$ cat src/rtl/axi4_lite_master_gen2_if.sv
// AXI4-Lite channel bundle between the master and the interconnect.
interface axi4_lite_master_gen2_if #(
  parameter int ADDRESS    = 32,
  parameter int DATA_WIDTH = 32
);
  localparam int STRB_W = DATA_WIDTH / 8;

  // Every channel uses the same handshake. A transfer happens on the rising
  // edge where VALID and READY are both high. A VALID, once raised, is held
  // with its payload stable until that edge. A READY may rise or fall freely.
  logic [ADDRESS-1:0]    M_ARADDR;
  logic                  M_ARVALID;
  logic                  M_ARREADY;
  logic [DATA_WIDTH-1:0] M_RDATA;
  logic [1:0]            M_RRESP;
  logic                  M_RVALID;
  logic                  M_RREADY;
  logic [ADDRESS-1:0]    M_AWADDR;
  logic                  M_AWVALID;
  logic                  M_AWREADY;
  logic [DATA_WIDTH-1:0] M_WDATA;
  logic [STRB_W-1:0]     M_WSTRB;
  logic                  M_WVALID;
  logic                  M_WREADY;
  logic [1:0]            M_BRESP;
  logic                  M_BVALID;
  logic                  M_BREADY;

  modport master (
    output M_ARADDR, M_ARVALID, M_RREADY, M_AWADDR, M_AWVALID,
           M_WDATA, M_WSTRB, M_WVALID, M_BREADY,
    input  M_ARREADY, M_RDATA, M_RRESP, M_RVALID, M_AWREADY,
           M_WREADY, M_BRESP, M_BVALID
  );

  modport slave (
    input  M_ARADDR, M_ARVALID, M_RREADY, M_AWADDR, M_AWVALID,
           M_WDATA, M_WSTRB, M_WVALID, M_BREADY,
    output M_ARREADY, M_RDATA, M_RRESP, M_RVALID, M_AWREADY,
           M_WREADY, M_BRESP, M_BVALID
  );
endinterface

$ cat src/rtl/axi4_lite_master_gen2.sv
// Single-outstanding request/response to AXI4-Lite master with an
// independent AW/W write path, response pass-through and a stall watchdog.
module axi4_lite_master_gen2 #(
  parameter int ADDRESS        = 32,
  parameter int DATA_WIDTH     = 32,
  parameter int TIMEOUT_CYCLES = 1024
) (
  input  logic                    ACLK,
  input  logic                    ARESETN,
  input  logic                    req_valid,
  output logic                    req_ready,
  input  logic                    req_write,
  input  logic [ADDRESS-1:0]      req_addr,
  input  logic [DATA_WIDTH-1:0]   req_wdata,
  input  logic [DATA_WIDTH/8-1:0] req_wstrb,
  output logic                    rsp_valid,
  input  logic                    rsp_ready,
  output logic                    rsp_write,
  output logic [DATA_WIDTH-1:0]   rsp_rdata,
  output logic [1:0]              rsp_resp,
  output logic                    timeout,
  axi4_lite_master_gen2_if.master m_axi
);
  localparam int STRB_W = DATA_WIDTH / 8;
  localparam int WD_W   = (TIMEOUT_CYCLES > 0) ? $clog2(TIMEOUT_CYCLES + 1) : 1;
  localparam logic [WD_W-1:0] WD_LIMIT = WD_W'(TIMEOUT_CYCLES);

  typedef enum logic [2:0] {
    S_IDLE  = 3'd0,
    S_WRITE = 3'd1,
    S_WRESP = 3'd2,
    S_RADDR = 3'd3,
    S_RDATA = 3'd4,
    S_RSP   = 3'd5
  } state_e;

  state_e                state_q, state_d;
  logic                  req_ready_q, req_ready_d;
  logic                  aw_done_q, aw_done_d;
  logic                  w_done_q, w_done_d;
  logic                  awvalid_q, awvalid_d;
  logic [ADDRESS-1:0]    awaddr_q, awaddr_d;
  logic                  wvalid_q, wvalid_d;
  logic [DATA_WIDTH-1:0] wdata_q, wdata_d;
  logic [STRB_W-1:0]     wstrb_q, wstrb_d;
  logic                  bready_q, bready_d;
  logic                  arvalid_q, arvalid_d;
  logic [ADDRESS-1:0]    araddr_q, araddr_d;
  logic                  rready_q, rready_d;
  logic                  rsp_valid_q, rsp_valid_d;
  logic                  rsp_write_q, rsp_write_d;
  logic [DATA_WIDTH-1:0] rsp_rdata_q, rsp_rdata_d;
  logic [1:0]            rsp_resp_q, rsp_resp_d;
  logic                  timeout_q, timeout_d;
  logic [WD_W-1:0]       wd_cnt_q, wd_cnt_d;
  logic [WD_W-1:0]       wd_inc;
  logic                  accept;
  logic                  busy;

  assign accept = req_valid && req_ready_q;
  assign busy   = (state_q == S_WRITE) || (state_q == S_WRESP) ||
                  (state_q == S_RADDR) || (state_q == S_RDATA);
  assign wd_inc = wd_cnt_q + WD_W'(1);

  // Next-state, channel and watchdog logic; payloads are zeroed whenever
  // their VALID is dropped so the bus never shows stale data.
  always_comb begin
    state_d     = state_q;
    aw_done_d   = aw_done_q;
    w_done_d    = w_done_q;
    awvalid_d   = awvalid_q;
    awaddr_d    = awaddr_q;
    wvalid_d    = wvalid_q;
    wdata_d     = wdata_q;
    wstrb_d     = wstrb_q;
    bready_d    = bready_q;
    arvalid_d   = arvalid_q;
    araddr_d    = araddr_q;
    rready_d    = rready_q;
    rsp_valid_d = rsp_valid_q;
    rsp_write_d = rsp_write_q;
    rsp_rdata_d = rsp_rdata_q;
    rsp_resp_d  = rsp_resp_q;
    timeout_d   = timeout_q;
    wd_cnt_d    = wd_cnt_q;

    case (state_q)
      S_IDLE: begin
        if (accept) begin
          wd_cnt_d  = '0;
          timeout_d = 1'b0;
          if (req_write) begin
            state_d   = S_WRITE;
            aw_done_d = 1'b0;
            w_done_d  = 1'b0;
            awvalid_d = 1'b1;
            awaddr_d  = req_addr;
            wvalid_d  = 1'b1;
            wdata_d   = req_wdata;
            wstrb_d   = req_wstrb;
          end else begin
            state_d   = S_RADDR;
            arvalid_d = 1'b1;
            araddr_d  = req_addr;
          end
        end
      end
      S_WRITE: begin
        if (awvalid_q && m_axi.M_AWREADY) begin
          awvalid_d = 1'b0;
          awaddr_d  = '0;
          aw_done_d = 1'b1;
        end
        if (wvalid_q && m_axi.M_WREADY) begin
          wvalid_d = 1'b0;
          wdata_d  = '0;
          wstrb_d  = '0;
          w_done_d = 1'b1;
        end
        // BREADY rises in the first cycle both halves are known complete.
        if (aw_done_d && w_done_d) begin
          state_d  = S_WRESP;
          bready_d = 1'b1;
        end
      end
      S_WRESP: begin
        if (m_axi.M_BVALID) begin
          state_d     = S_RSP;
          bready_d    = 1'b0;
          rsp_valid_d = 1'b1;
          rsp_write_d = 1'b1;
          rsp_rdata_d = '0;
          rsp_resp_d  = m_axi.M_BRESP;
        end
      end
      S_RADDR: begin
        if (m_axi.M_ARREADY) begin
          state_d   = S_RDATA;
          arvalid_d = 1'b0;
          araddr_d  = '0;
          rready_d  = 1'b1;
        end
      end
      S_RDATA: begin
        if (m_axi.M_RVALID) begin
          state_d     = S_RSP;
          rready_d    = 1'b0;
          rsp_valid_d = 1'b1;
          rsp_write_d = 1'b0;
          rsp_rdata_d = m_axi.M_RDATA;
          rsp_resp_d  = m_axi.M_RRESP;
        end
      end
      S_RSP: begin
        if (rsp_ready) begin
          state_d     = S_IDLE;
          rsp_valid_d = 1'b0;
        end
      end
      default: state_d = S_IDLE;
    endcase

    // Saturating stall counter; the flag only reports, it never aborts.
    if ((TIMEOUT_CYCLES != 0) && busy && (wd_cnt_q != WD_LIMIT)) begin
      wd_cnt_d = wd_inc;
      if (wd_inc == WD_LIMIT) timeout_d = 1'b1;
    end

    req_ready_d = (state_d == S_IDLE);
  end

  // State and registered outputs; reset drops every output at once.
  always_ff @(posedge ACLK or negedge ARESETN) begin
    if (!ARESETN) begin
      state_q     <= S_IDLE;
      req_ready_q <= 1'b0;
      aw_done_q   <= 1'b0;
      w_done_q    <= 1'b0;
      awvalid_q   <= 1'b0;
      awaddr_q    <= '0;
      wvalid_q    <= 1'b0;
      wdata_q     <= '0;
      wstrb_q     <= '0;
      bready_q    <= 1'b0;
      arvalid_q   <= 1'b0;
      araddr_q    <= '0;
      rready_q    <= 1'b0;
      rsp_valid_q <= 1'b0;
      rsp_write_q <= 1'b0;
      rsp_rdata_q <= '0;
      rsp_resp_q  <= '0;
      timeout_q   <= 1'b0;
      wd_cnt_q    <= '0;
    end else begin
      state_q     <= state_d;
      req_ready_q <= req_ready_d;
      aw_done_q   <= aw_done_d;
      w_done_q    <= w_done_d;
      awvalid_q   <= awvalid_d;
      awaddr_q    <= awaddr_d;
      wvalid_q    <= wvalid_d;
      wdata_q     <= wdata_d;
      wstrb_q     <= wstrb_d;
      bready_q    <= bready_d;
      arvalid_q   <= arvalid_d;
      araddr_q    <= araddr_d;
      rready_q    <= rready_d;
      rsp_valid_q <= rsp_valid_d;
      rsp_write_q <= rsp_write_d;
      rsp_rdata_q <= rsp_rdata_d;
      rsp_resp_q  <= rsp_resp_d;
      timeout_q   <= timeout_d;
      wd_cnt_q    <= wd_cnt_d;
    end
  end

  assign req_ready       = req_ready_q;
  assign rsp_valid       = rsp_valid_q;
  assign rsp_write       = rsp_write_q;
  assign rsp_rdata       = rsp_rdata_q;
  assign rsp_resp        = rsp_resp_q;
  assign timeout         = timeout_q;
  assign m_axi.M_AWVALID = awvalid_q;
  assign m_axi.M_AWADDR  = awaddr_q;
  assign m_axi.M_WVALID  = wvalid_q;
  assign m_axi.M_WDATA   = wdata_q;
  assign m_axi.M_WSTRB   = wstrb_q;
  assign m_axi.M_BREADY  = bready_q;
  assign m_axi.M_ARVALID = arvalid_q;
  assign m_axi.M_ARADDR  = araddr_q;
  assign m_axi.M_RREADY  = rready_q;
endmodule

$ cat src/flat_wrapper.sv
// flat-port wrapper written by rule: the top's interface ports become plain ports
module axi4_lite_master_gen2_flat 
#(
  parameter int ADDRESS        = 32,
  parameter int DATA_WIDTH     = 32,
  parameter int TIMEOUT_CYCLES = 1024
)
  (ACLK, ARESETN, req_valid, req_ready, req_write, req_addr, req_wdata, req_wstrb, rsp_valid, rsp_ready, rsp_write, rsp_rdata, rsp_resp, timeout, m_axi_M_ARADDR, m_axi_M_ARVALID, m_axi_M_RREADY, m_axi_M_AWADDR, m_axi_M_AWVALID, m_axi_M_WDATA, m_axi_M_WSTRB, m_axi_M_WVALID, m_axi_M_BREADY, m_axi_M_ARREADY, m_axi_M_RDATA, m_axi_M_RRESP, m_axi_M_RVALID, m_axi_M_AWREADY, m_axi_M_WREADY, m_axi_M_BRESP, m_axi_M_BVALID);
  axi4_lite_master_gen2_if #(.ADDRESS(ADDRESS), .DATA_WIDTH(DATA_WIDTH)) m_axi_i ();
  input  logic ACLK;
  input  logic ARESETN;
  input  logic req_valid;
  output logic req_ready;
  input  logic req_write;
  input  logic [ADDRESS-1:0] req_addr;
  input  logic [DATA_WIDTH-1:0] req_wdata;
  input  logic [DATA_WIDTH/8-1:0] req_wstrb;
  output logic rsp_valid;
  input  logic rsp_ready;
  output logic rsp_write;
  output logic [DATA_WIDTH-1:0] rsp_rdata;
  output logic [1:0] rsp_resp;
  output logic timeout;
  output wire logic [$bits(m_axi_i.M_ARADDR)-1:0] m_axi_M_ARADDR;
  output wire logic [$bits(m_axi_i.M_ARVALID)-1:0] m_axi_M_ARVALID;
  output wire logic [$bits(m_axi_i.M_RREADY)-1:0] m_axi_M_RREADY;
  output wire logic [$bits(m_axi_i.M_AWADDR)-1:0] m_axi_M_AWADDR;
  output wire logic [$bits(m_axi_i.M_AWVALID)-1:0] m_axi_M_AWVALID;
  output wire logic [$bits(m_axi_i.M_WDATA)-1:0] m_axi_M_WDATA;
  output wire logic [$bits(m_axi_i.M_WSTRB)-1:0] m_axi_M_WSTRB;
  output wire logic [$bits(m_axi_i.M_WVALID)-1:0] m_axi_M_WVALID;
  output wire logic [$bits(m_axi_i.M_BREADY)-1:0] m_axi_M_BREADY;
  input wire logic [$bits(m_axi_i.M_ARREADY)-1:0] m_axi_M_ARREADY;
  input wire logic [$bits(m_axi_i.M_RDATA)-1:0] m_axi_M_RDATA;
  input wire logic [$bits(m_axi_i.M_RRESP)-1:0] m_axi_M_RRESP;
  input wire logic [$bits(m_axi_i.M_RVALID)-1:0] m_axi_M_RVALID;
  input wire logic [$bits(m_axi_i.M_AWREADY)-1:0] m_axi_M_AWREADY;
  input wire logic [$bits(m_axi_i.M_WREADY)-1:0] m_axi_M_WREADY;
  input wire logic [$bits(m_axi_i.M_BRESP)-1:0] m_axi_M_BRESP;
  input wire logic [$bits(m_axi_i.M_BVALID)-1:0] m_axi_M_BVALID;
  assign m_axi_M_ARADDR = m_axi_i.M_ARADDR;
  assign m_axi_M_ARVALID = m_axi_i.M_ARVALID;
  assign m_axi_M_RREADY = m_axi_i.M_RREADY;
  assign m_axi_M_AWADDR = m_axi_i.M_AWADDR;
  assign m_axi_M_AWVALID = m_axi_i.M_AWVALID;
  assign m_axi_M_WDATA = m_axi_i.M_WDATA;
  assign m_axi_M_WSTRB = m_axi_i.M_WSTRB;
  assign m_axi_M_WVALID = m_axi_i.M_WVALID;
  assign m_axi_M_BREADY = m_axi_i.M_BREADY;
  assign m_axi_i.M_ARREADY = m_axi_M_ARREADY;
  assign m_axi_i.M_RDATA = m_axi_M_RDATA;
  assign m_axi_i.M_RRESP = m_axi_M_RRESP;
  assign m_axi_i.M_RVALID = m_axi_M_RVALID;
  assign m_axi_i.M_AWREADY = m_axi_M_AWREADY;
  assign m_axi_i.M_WREADY = m_axi_M_WREADY;
  assign m_axi_i.M_BRESP = m_axi_M_BRESP;
  assign m_axi_i.M_BVALID = m_axi_M_BVALID;
  axi4_lite_master_gen2 #(.ADDRESS(ADDRESS), .DATA_WIDTH(DATA_WIDTH), .TIMEOUT_CYCLES(TIMEOUT_CYCLES)) u_core (.ACLK(ACLK), .ARESETN(ARESETN), .req_valid(req_valid), .req_ready(req_ready), .req_write(req_write), .req_addr(req_addr), .req_wdata(req_wdata), .req_wstrb(req_wstrb), .rsp_valid(rsp_valid), .rsp_ready(rsp_ready), .rsp_write(rsp_write), .rsp_rdata(rsp_rdata), .rsp_resp(rsp_resp), .timeout(timeout), .m_axi(m_axi_i));
endmodule
$ cat config.mk
export PLATFORM = sky130hd
export DESIGN_NAME = axi4_lite_master_gen2_flat
export DESIGN_NICKNAME = d
export VERILOG_FILES = /design/src/rtl/axi4_lite_master_gen2_if.sv /design/src/rtl/axi4_lite_master_gen2.sv /design/src/flat_wrapper.sv
export SDC_FILE = /design/constraint.sdc
export NUM_CORES = 1
export LEC_CHECK = 0
export ABC_CLOCK_PERIOD_IN_PS = 1800
export BUFFER_PORTS_ARGS = -buffer_cell sky130_fd_sc_hd__buf_4
export CORE_AREA = 5 5 147 114
export DETAILED_ROUTE_END_ITERATION = 8
export DIE_AREA = 0 0 152 119
export PLACE_DENSITY_LB_ADDON = 0.12
export SYNTH_ARGS = -nofsm -noshare
export SYNTH_HDL_FRONTEND = slang
export SYNTH_SLANG_ARGS = --single-unit
$ cat constraint.sdc
create_clock -name ACLK -period 1.8 [get_ports ACLK]
set_input_delay 0.09 -clock ACLK [delete_from_list [all_inputs] [get_ports ACLK]]
set_output_delay 0.09 -clock ACLK [all_outputs]
set_load 0.01 [all_outputs]
* After elaboration in Yosys (flattened, before gate mapping)
Cells that the tools add are included.
Operators by class: $add $sub $neg 1, multipliers 0, div/mod/pow operators 0, order comparisons 0, equal/unequal tests 17, shift-type cells 0, multiplexer cells 66, bitwise gates (word level) 0, reduce and logical (&&, ||, !) cells 27
Operator list (count):
- $mux 32 | 11
- $pmux 32 s2 | 4
- $mux 11 | 3
- $mux 1 | 24
- $mux 3 | 6
- $ne 2x2->1 const B | 9
- $pmux 3 s6 | 1
- $pmux 1 s2 | 8
- $reduce_and 4->1 | 4
- $reduce_bool 2->1 | 7
- $mux 4 | 3
- $reduce_and 3->1 | 4
- $add 11x1->11 const B | 1
- $eq 11x11->1 const B | 1
- $ne 11x11->1 const B | 1
- $pmux 4 s2 | 1
- $eq 3x2->1 const B | 2
- $eq 3x3->1 const B | 2
- $logic_not 3->1 | 2
- $mux 2 | 3
- $logic_and 1x1->1 | 5
- $pmux 2 s2 | 1
- $eq 3x1->1 const B | 1
- $logic_or 1x1->1 | 3
- other kinds (4) | 4
Storage, ports and cells: bits in registers 159, latch bits 0, RAM bits 0, ROM bits 0, input bits 114, output and inout port bits 143, memories 0

* Longest topological paths before layout
word-level depth 7, mapped depth 9, gate-level depth less buffers 7

* Least setup slack after synthesis
Ideal clock, no wire load.
path kind register to register, start register u_core.wd_cnt_q[7], end register u_core.wd_cnt_q[4], data arrival time 1.783 ns, required time 1.679 ns, setup slack -0.104 ns, cell stages (with the launch flop) 7, buffers on the path 1, cell sequence dfrtp_1 -> or4_4 -> nor4_4 -> nor2_2 -> buf_6 -> a21o_1 -> a22o_1
On the way: cells in the longest elaborated chain, start to end 4
Ends and longest elaborated chain:
- start, declared | line axi4_lite_master_gen2.sv:55 | logic [WD_W-1:0] wd_cnt_q, wd_cnt_d;
- start signal, assigned | line axi4_lite_master_gen2.sv:213 | wd_cnt_q <= wd_cnt_d;
- $ne 11x11->1 (*) | line axi4_lite_master_gen2.sv:164 | if ((TIMEOUT_CYCLES != 0) && busy && (wd_cnt_q != WD_LIMIT)) begin
- $logic_and 1x1->1 (*) | line axi4_lite_master_gen2.sv:164
- $reduce_bool 2->1 (no line)
- $reduce_and 2->1 (no line)
Mark *: on every way between the ends. The rest lies on a longest branch, timed or not. A chain may end at the register's enable or synchronous reset.

* Final worst setup path
start register u_core.wd_cnt_q[7], end register u_core.wd_cnt_q[3]
The elaborated chain is that of the path after synthesis.

==> impl_metrics.py <==
metrics = {
    "route": {
        "wl_microns": 21300,
        "viasPerCell": 4.99,
        "drc": 0,
        "drt_iter0_drc": 345,
        "dr.pass1.iters": 5,
        "routedWlPerCell_microns": 16.9,
        "vias": 6294,
        "drtAntennaViolNets": 0,
    },
    "yosys": {
        "synthFlopType": "dfrtp_1",
        "syn_inst": 667,
        "synth-edff-count": 0,
        "yosysWarnings": 0,
        "avgSynthCellArea_sq_um": 9.72,
        "synth-async-reset-ratio_pct": 100,
        "syn_area_sq_um": 6480,
        "synth-seq-cells": 159,
        "syn_nets": 783,
        "synth.distinct_cells": 44,
        "ys_seq_area_share_pct": 61.4,
    },
    "sta": {
        "min_period_over_period_pct": 105,
        "rsz0062_at_grt": "yes",
        "hold_viol": 0,
        "worst_pin_slew_ps": 607,
        "max_freq_mhz": 531,
        "relSlewSlack_pct": 59.5,
        "setup_ws_ps": -83.8,
        "slew_violations": 0,
        "setup_viol": 7,
        "tns_ps": -169,
        "timing.final.crit_period_ps": 1880,
        "skew_ps": 14.6,
    },
    "power_and_ir_drop": {
        "pwr_density_cell_nw_per_um2": 1620,
        "p_sw_share_pct": 35.8,
        "power_frac_clock_pct": 21.4,
        "power.internal_w": 0.0111,
        "power_w": 0.0173,
        "p_leak_nw": 5.16,
        "ir_drop_uv": 1040,
        "power_switching_w": 0.00619,
        "comb_power_share_pct": 42.3,
        "seqPwrFrac_pct": 36.3,
    },
    "worst_setup_path": {
        "arrival_ps": 2190,
        "crit_path_start_kind": "flop",
        "crit_required_ps": 2110,
        "worstSetupPathType": "flop to flop",
        "end_kind": "flop",
        "critPathMaxFanout": 6,
    },
    "global_routing": {
        "track_usage_pct": 22.5,
        "grt_pass1_wl_microns": 33200,
        "gr-total-overflow": 0,
        "grt_max_degree": 78,
        "grt_pass1_vias": 6475,
        "antenna_found_initial": 0,
    },
    "run_status": {
        "violations": "setup timing",
        "status": "finished with violations",
    },
    "placement": {
        "dpl.hpwl_microns": 13700,
        "place.port_buffers": 256,
        "dp_cells": 1115,
        "place.gp.congestion": 0.823,
    },
    "clock_network": {
        "cts_made_buffers": 17,
        "clkSinkCount": 159,
        "htreeDepth": 4,
        "clock_latency_ps": 420,
        "clockRootBuffer": "clkbuf_16",
        "cts_tree": "built",
        "cts_max_path_buffers": 2,
        "cts.clk_slew.worst_paths_ps": 60,
    },
    "min_path": {
        "min_path_type": "input port to flop",
    },
    "finish": {
        "antenna_cells": 0,
        "multi_input_area_sq_um": 2410,
        "fillers": 1092,
        "area_growth_pct": 64.8,
        "nets": 1159,
        "stdcell_count": 1261,
        "post-route-util_pct": 71.1,
        "regArea_sq_um": 3980,
        "drive_gt1_share_pct": 32.6,
    },
    "floorplanning": {
        "coreArea_sq_um": 15000,
        "io_pins": 257,
        "dieArea_sq_um": 18100,
        "initial_core_util_pct": 43.1,
        "placementRows": 39,
        "fp.dieW_microns": 152,
        "die_h_microns": 119,
    },
    "flow_run": {
        "drv_cap": 0,
    },
}
==> synth_stat cells (all sizes together) (2+ instances only) <==
library cell | number | area share, %
buf | 16 | 1.3
clkbuf | 29 | 1.7
a21oi | 9 | 0.69
nand3b | 2 | 0.23
nand2b | 2 | 0.19
nor3b | 2 | 0.23
nor2b | 2 | 0.19
o21ai | 119 | 9.2
nand3 | 10 | 0.77
and2 | 3 | 0.29
inv | 8 | 0.46
ha | 2 | 0.39
a21o | 7 | 0.83
nor4 | 3 | 0.62
nor2 | 9 | 0.56
a31oi | 3 | 0.29
dfrtp | 159 | 61
mux2i | 3 | 0.46
a22o | 34 | 4.6
nor3 | 7 | 0.54
or2 | 2 | 0.19
xnor2 | 2 | 0.27
nand2 | 220 | 13
o31ai | 2 | 0.23
==> final timing paths <==
kind	endpoint	start	cells after the start	slack [ps]
max in group asynchronous	u_core.m_axi.M_AWADDR[5]$_DFFE_PN0P_	ARESETN	3	930
worst max register to register	u_core.wd_cnt_q[3]$_DFFE_PN0P_	u_core.wd_cnt_q[7]$_DFFE_PN0P_	5	-80
worst min register to register	u_core.rsp_rdata[27]$_DFFE_PN0P_	u_core.rsp_rdata[27]$_DFFE_PN0P_	2	480
worst max-delay path	u_core.wd_cnt_q[3]$_DFFE_PN0P_	u_core.wd_cnt_q[7]$_DFFE_PN0P_	5	-80
min in group asynchronous	u_core.m_axi.M_WDATA[27]$_DFFE_PN0P_	ARESETN	2	140
worst min-delay path	u_core.rsp_write$_DFFE_PN0P_	m_axi_M_RVALID	4	80
==> through the flow <==
stage	area [sq um]	setup WS [ps]	hold WS, ps
global placement	8850	-31.8	10.4
finish	10700	-83.8	80.2
floorplan	6480	-103	-206
global route	10700	-144	104
detailed placement	8850	-90.0	19.1
CTS	10600	-81.0	63.5
==> power groups by stage <==
stage               Sequential, W  Combinational (W)  Clock, W
global placement          0.00619            0.00671         0
detailed placement        0.00622            0.00692         0
global route              0.00645            0.00798   0.00394
floorplan                 0.00681            0.00241         0
CTS                       0.00624            0.00714   0.00376
finish                    0.00626            0.00731   0.00370
==> cell families (layout without fill, tap and decap cells) <==
kind of cell,count (synthesis),after routing,synth area share (%)
multiplexers,3,3,0.463
buffers and inverters,53,439,3.44
XOR/XNOR,3,3,0.405
AO/OA/AOI/OAI,181,184,16.7
flip-flops,159,159,61.4
AND/OR/NAND/NOR,266,266,17.2
adder cells (fa/ha/maj),2,2,0.386
==> cell type report <==
type / instances / share of cell area, %
multi-input combinational: 458 / 22.6
clock inverter: 12 / 1.49
clock buffer: 20 / 4.18
timing repair buffer: 399 / 31.8
tap: 205 / 2.40
inverter: 8 / 0.281
sequential: 159 / 37.3
==> flip-flops by register name (all words and copies together), names as in the netlist <==
register,flops
u_core.rsp_rdata,32
u_core.m_axi.M_ARADDR,32
u_core.m_axi.M_WDATA,32
u_core.rsp_valid,1
u_core.m_axi.M_AWADDR,32
u_core.timeout,1
u_core.w_done_q,1
u_core.req_ready,1
u_core.m_axi.M_WSTRB,4
u_core.m_axi.M_BREADY,1
u_core.wd_cnt_q,11
u_core.rsp_resp,2
u_core.aw_done_q,1
u_core.rsp_write,1
u_core.m_axi.M_AWVALID,1
u_core.m_axi.M_WVALID,1
u_core.m_axi.M_ARVALID,1
u_core.m_axi.M_RREADY,1
u_core.state_q,3
==> routing by layer <==
layer / global-route usage, % / up-vias / wire length (microns)
met3: 7.54 / 42 / 1620
met1: 27.2 / 2989 / 8680
met4: 8.48 / 0 / 624
met2: 37.8 / 257 / 10400
li1: - / 3006 / -
met5: 0 / - / 0
==> cell usage in the layout (no fill, tap or decap), types with 4 or more instances in the layout <==
| cell | count |
|---|---|
| buf_12 | 9 |
| dlygate4sd3_1 | 107 |
| nor2_1 | 7 |
| buf_4 | 278 |
| o21ai_0 | 115 |
| nor3_1 | 6 |
| nand3_1 | 10 |
| a31oi_4 | 4 |
| o21ai_1 | 4 |
| a21o_1 | 6 |
| dfrtp_1 | 158 |
| buf_6 | 4 |
| inv_1 | 8 |
| a21oi_1 | 9 |
| nand2_1 | 220 |
| a22o_1 | 33 |
| clkbuf_16 | 17 |
==> what timing repair did <==
item / CTS / global route
hold endpoints to repair: 218 / 0
resized for setup: 9 / 13
hold buffers: 107 / 0
cloned: 0 / 3
setup buffers: 0 / 4
setup endpoints to repair: 36 / 98
pin swaps: 19 / 16
==> critical path, stage by stage (launching register included) <==
cell and delay, ps:
dfrtp_1 380, or4_4 570, nor4_4 280, nor2_4 80, a21o_2 220, a22o_2 240
(Power assumes the default switching activity.)
